==> src/rtl/shfr_seq.sv <==
`default_nettype none
// ============================================================================
//  Module      : shfr_seq
//  Description : Sequential right-shift unit. Shifts bus a right by the
//                1-based index of the least significant '1' on bus b. If b is
//                zero, a is passed through unchanged. The unit moves one bit
//                position per clock and uses valid/ready handshakes on both
//                its input and its output.
//
//                Optional build macro:
//                  SHFR_ARITH_EN - when defined, the shift is arithmetic and
//                                  the vacated MSB is filled with the sign
//                                  bit. When undefined, the shift is logical
//                                  and the vacated MSB is zero-filled.
//
//  Ports       : clk        - clock, rising edge
//                rst_n      - asynchronous active-low reset
//                in_valid   - operands valid
//                in_ready   - unit idle, can accept operands
//                a          - data bus to be shifted
//                b          - shift-amount bus (LS '1' selects the amount)
//                out_valid  - result valid
//                out_ready  - consumer accepts result
//                result     - shifted data
//                shamt      - shift amount applied (0 when b == 0)
//                busy       - high while shifting
//
//  Revision    : 1.0 - initial release
// ============================================================================
module shfr_seq #(
    parameter int WIDTH = 32,
    parameter int SHW   = $clog2(WIDTH) + 1
) (
    input  logic             clk,
    input  logic             rst_n,
    input  logic             in_valid,
    output logic             in_ready,
    input  logic [WIDTH-1:0] a,
    input  logic [WIDTH-1:0] b,
    output logic             out_valid,
    input  logic             out_ready,
    output logic [WIDTH-1:0] result,
    output logic [SHW-1:0]   shamt,
    output logic             busy
);

    localparam logic [1:0] c_st_idle  = 2'd0;
    localparam logic [1:0] c_st_shift = 2'd1;
    localparam logic [1:0] c_st_done  = 2'd2;

    logic [1:0]       r_state;
    logic [1:0]       w_state_nxt;
    logic [WIDTH-1:0] r_a;
    logic [WIDTH-1:0] r_b;
    logic [SHW-1:0]   r_cnt;
    logic [WIDTH-1:0] r_result;
    logic [SHW-1:0]   r_shamt;

    logic             w_accept;
    logic             w_fill;
    logic [WIDTH-1:0] w_a_shr;
    logic [SHW-1:0]   w_cnt_inc;

    assign w_accept  = in_valid && (r_state == c_st_idle);

`ifdef SHFR_ARITH_EN
    assign w_fill    = r_a[WIDTH-1];
`else
    assign w_fill    = 1'b0;
`endif

    assign w_a_shr   = {w_fill, r_a[WIDTH-1:1]};
    assign w_cnt_inc = r_cnt + SHW'(1);

    // ------------------------------------------------------------------------
    // State register
    // ------------------------------------------------------------------------
    always_ff @(posedge clk or negedge rst_n) begin
        if (!rst_n) begin
            r_state <= c_st_idle;
        end else begin
            r_state <= w_state_nxt;
        end
    end

    // ------------------------------------------------------------------------
    // Next-state logic
    // ------------------------------------------------------------------------
    always_comb begin
        w_state_nxt = r_state;
        case (r_state)
            c_st_idle: begin
                if (in_valid) begin
                    w_state_nxt = (b == '0) ? c_st_done : c_st_shift;
                end
            end
            c_st_shift: begin
                // The edge that shifts out the LS '1' of b is the last one.
                if (r_b[0]) begin
                    w_state_nxt = c_st_done;
                end
            end
            c_st_done: begin
                if (out_ready) begin
                    w_state_nxt = c_st_idle;
                end
            end
            default: w_state_nxt = c_st_idle;
        endcase
    end

    // ------------------------------------------------------------------------
    // Output decode
    // ------------------------------------------------------------------------
    always_comb begin
        in_ready  = 1'b0;
        out_valid = 1'b0;
        busy      = 1'b0;
        case (r_state)
            c_st_idle:  in_ready  = 1'b1;
            c_st_shift: busy      = 1'b1;
            c_st_done:  out_valid = 1'b1;
            default:    in_ready  = 1'b0;
        endcase
    end

    // ------------------------------------------------------------------------
    // Datapath. result/shamt have their own registers so that they hold the
    // last delivered value across IDLE, even after r_a is reloaded by a new
    // accept; they are written only on the edge that enters DONE.
    // ------------------------------------------------------------------------
    always_ff @(posedge clk or negedge rst_n) begin
        if (!rst_n) begin
            r_a      <= '0;
            r_b      <= '0;
            r_cnt    <= '0;
            r_result <= '0;
            r_shamt  <= '0;
        end else if (w_accept) begin
            r_a   <= a;
            r_b   <= b;
            r_cnt <= '0;
            if (b == '0) begin
                r_result <= a;
                r_shamt  <= '0;
            end
        end else if (r_state == c_st_shift) begin
            r_a   <= w_a_shr;
            r_b   <= r_b >> 1;
            r_cnt <= w_cnt_inc;
            if (r_b[0]) begin
                r_result <= w_a_shr;
                r_shamt  <= w_cnt_inc;
            end
        end
    end

    assign result = r_result;
    assign shamt  = r_shamt;

endmodule
`default_nettype wire

==> config.mk <==
export PLATFORM = sky130hd
export DESIGN_NAME = shfr_seq
export DESIGN_NICKNAME = d
export VERILOG_FILES = /design/src/rtl/shfr_seq.sv
export SDC_FILE = /design/constraint.sdc
export NUM_CORES = 1
export LEC_CHECK = 0
export ABC_AREA = 1
export BUFFER_PORTS_ARGS = -buffer_cell sky130_fd_sc_hd__buf_2
export CORE_AREA = 2 2 123 125
export CTS_CLUSTER_SIZE = 14
export DETAILED_ROUTE_END_ITERATION = 10
export DIE_AREA = 0 0 125 127
export SLEW_MARGIN = 15
export SYNTH_ARGS = -nofsm -noshare
export SYNTH_HDL_FRONTEND = slang
export SYNTH_SLANG_ARGS = --single-unit
==> constraint.sdc <==
create_clock -name clk -period 1.45 [get_ports clk]
set_clock_uncertainty 0.05 [all_clocks]
set_input_delay 0.29 -clock clk [delete_from_list [all_inputs] [get_ports clk]]
set_output_delay 0.29 -clock clk [all_outputs]
set_load 0.005 [all_outputs]
==> out/summary.txt <==
dominant synthesized flop cell = dfrtp_1
cell row count = 44
final wirelength = 14.17 mm
# clock sinks = 109
max layer used = met4
Post-Syn Area = 4967 µm²
CTS tree = yes
min-delay src = out_ready
final std cells w/o fill = 958
GRT overflow = 0
Synth Warn # = 0
Setup WS pre-CTS = -233.0 ps
Startpoint Class = register
min cycle time layout = 1599 ps
Reg-to-Reg Start = r_state[0]
CP Max Fanout = 9
Worst path max stage delay = 410 ps
largest net degree at the start of global routing = 56
Fillers = 1,417
final setup vio count = 106
nets@finish = 838
Layout Area Growth over Synthesis = 44.23%
DRT Pass-1 Iters = 4
critical path endpoint category = register
final setup margin = -149.1 ps
Inserted Clock Buffers = 9
n_diodes = 0
initial antenna violation count = 0
max-cap check violation count = 0
vias in the first global route = 4,445
hold depth = 2
synthesized area per cell = 8.077 µm²
WP data required = 1650 ps
Via density = 4.729
first-pass GRT wire length = 22.45 mm
syn_nets = 684
Synth cell types = 26
Area after DPL = 6021 µm²
FFs w/ async S/R, synth = 1.000
period utilization = 1.103
Slew @ Worst Pin = 313.4 ps
die area = 15,880 µm²
drt drc = 0
sequential element share of the synthesized area = 0.5491
Hold Crit Class = input port to register
end of the worst register-to-register path = result[28]
met3 wire len = 939 µm
gr usage total = 0.1756
initial drt markers = 233
clk slew on worst S/H paths = 70 ps
R2R cell count = 9
worst-case clock buffer depth = 2
Die Wd = 125 µm
Fmax achieved = 625.3 MHz
Wirelength per Cell = 14.79 µm
Power, Total = 0.01636 W
most frequent cells in the layout = nand2_1, dfrtp_1, buf_2
RSZ-0062 raised after global routing = yes
core area = 14,420 µm²
Detail Placement HPWL = 7.978 mm
Worst R2R Setup Slack = -150 ps
Arrival @ worst endpoint = 1800 ps
run status = complete, but fails checks
Max H-tree Level = 3
DP Cell Count = 915
worst relative slew slack = 0.7911
CP Class = register to register
hold endpoint = r_state[1]
Synth Register Bits = 109
Pleak = 3.699 nW
power per cell area = 2284 nW/µm²
cells along the critical path = buf_6, nor2_4, nand2_4, buf_8, o21ai_4, nand2_4, clkbuf_16, nand2_1, nand2_1
root buffer cell = clkbuf_16
Die Y-Extent = 127 µm
layout cells sized above 1 = 0.3320
most common cell after layout, fill and taps aside = nand2_1
final instance area = 7164 µm²
CP max-delay cell = dfrtp_1
Sequential Area = 2729 µm²
RD Place Congestion = 0.7479
Post-synth EDFFs = 0
Starting Density = 0.3444
Final Hold Violating Endpoints = 0
WL met1 = 6.652 mm
Mapped Cells = 615
total number of vias = 4,530
peak supply drop = 1.080 mV
failing checks = setup timing
post-route ant nets = 0
area of the multi-input gates = 2108 µm²
Slew Limit Fails = 0
I/O pin cnt = 109
Skew-Pair Late Insertion Delay = 350 ps
Detail Route met2 WL = 6.451 mm
Port-buffer cells = 108
setup TNS = -8916 ps
## Yosys cell counts (6+ instances only)
| cell | number | area share |
|---|---|---|
| nand2_1 | 253 | 0.19 |
| dfrtp_1 | 109 | 0.55 |
| nand3_1 | 68 | 0.069 |
| o21ai_0 | 44 | 0.044 |
| inv_1 | 38 | 0.029 |
| nor2_1 | 24 | 0.018 |
| o21ai_1 | 23 | 0.023 |
| buf_2 | 8 | 0.0081 |
| clkbuf_1 | 8 | 0.0060 |
| buf_4 | 7 | 0.011 |
| buf_1 | 6 | 0.0045 |
| buf_6 | 6 | 0.014 |
## routing by layer
metal	up-vias	GRT usage
met5	-	0
met4	0	0.03922
met3	14	0.04816
met2	147	0.2762
met1	2102	0.2443
li1	2267	-
## final cells by class
class,instances,area share
clock inverter,6,0.01519
multi-input combinational,429,0.2943
timing repair buffer,178,0.2204
clock buffer,10,0.03196
inverter,42,0.02515
tap,184,0.03213
sequential,109,0.3809
## critical path, delay by kind of cell (launching register included)
family,cells,cell delay (ps)
AOI/OAI and AO/OA,1,80
DFF,1,410
and+or+nand+nor,5,480
buffers and inverters,3,480
## state kept, by name, indices dropped and copies added, names as in the netlist
signal	flops
r_b	32
result	32
r_a	31
r_cnt	6
shamt	6
r_state	2
## how the worst max path moves through the flow
| stage | cells after the start | end | slack, ps | startpoint |
|---|---|---|---|---|
| detailed placement | 10 | result[4] | -230 | b[21] |
| floorplan | 8 | result[22] | -40 | r_state[1] |
| global placement | 10 | result[25] | -210 | b[21] |
| global route | 9 | shamt[1] | -210 | r_state[0] |
| finish | 9 | result[28] | -150 | r_state[0] |
| CTS | 4 | in_ready | -110 | r_state[0] |
## where the power goes
part / internal, W / switching, W / leakage [nW]
Clock: 0.00169 / 0.00115 / 0.167
Sequential: 0.00438 / 0.000727 / 1.39
Combinational: 0.00405 / 0.00436 / 2.14
## kinds of logic after synthesis
group | count (synthesis) | share of synthesized area
AO/OA/AOI/OAI | 78 | 0.08388
XOR/XNOR | 1 | 0.001764
adder cells (fa/ha/maj) | 1 | 0.002518
buffers and inverters | 77 | 0.07506
flip-flops | 109 | 0.5491
AND/OR/NAND/NOR | 349 | 0.2877
## metrics by stage
stage	utilization	hold WS (ps)
finish	0.4967	80.61
CTS	0.4763	60.43
global placement	0.4174	275.3
floorplan	-	-55.59
detailed placement	0.4174	275.8
global route	0.4967	83.46
## timing repair
action / 4_1_cts / 5_1_grt
endpoints found under the hold margin: 109 / 0
setup buffers: 7 / 6
endpoints found under the setup margin: 58 / 112
resized for setup: 81 / 45
gates cloned: 9 / 5
pin swaps: 4 / 1
hold buffers: 1 / 0
Power figures use the tool's default switching activity.
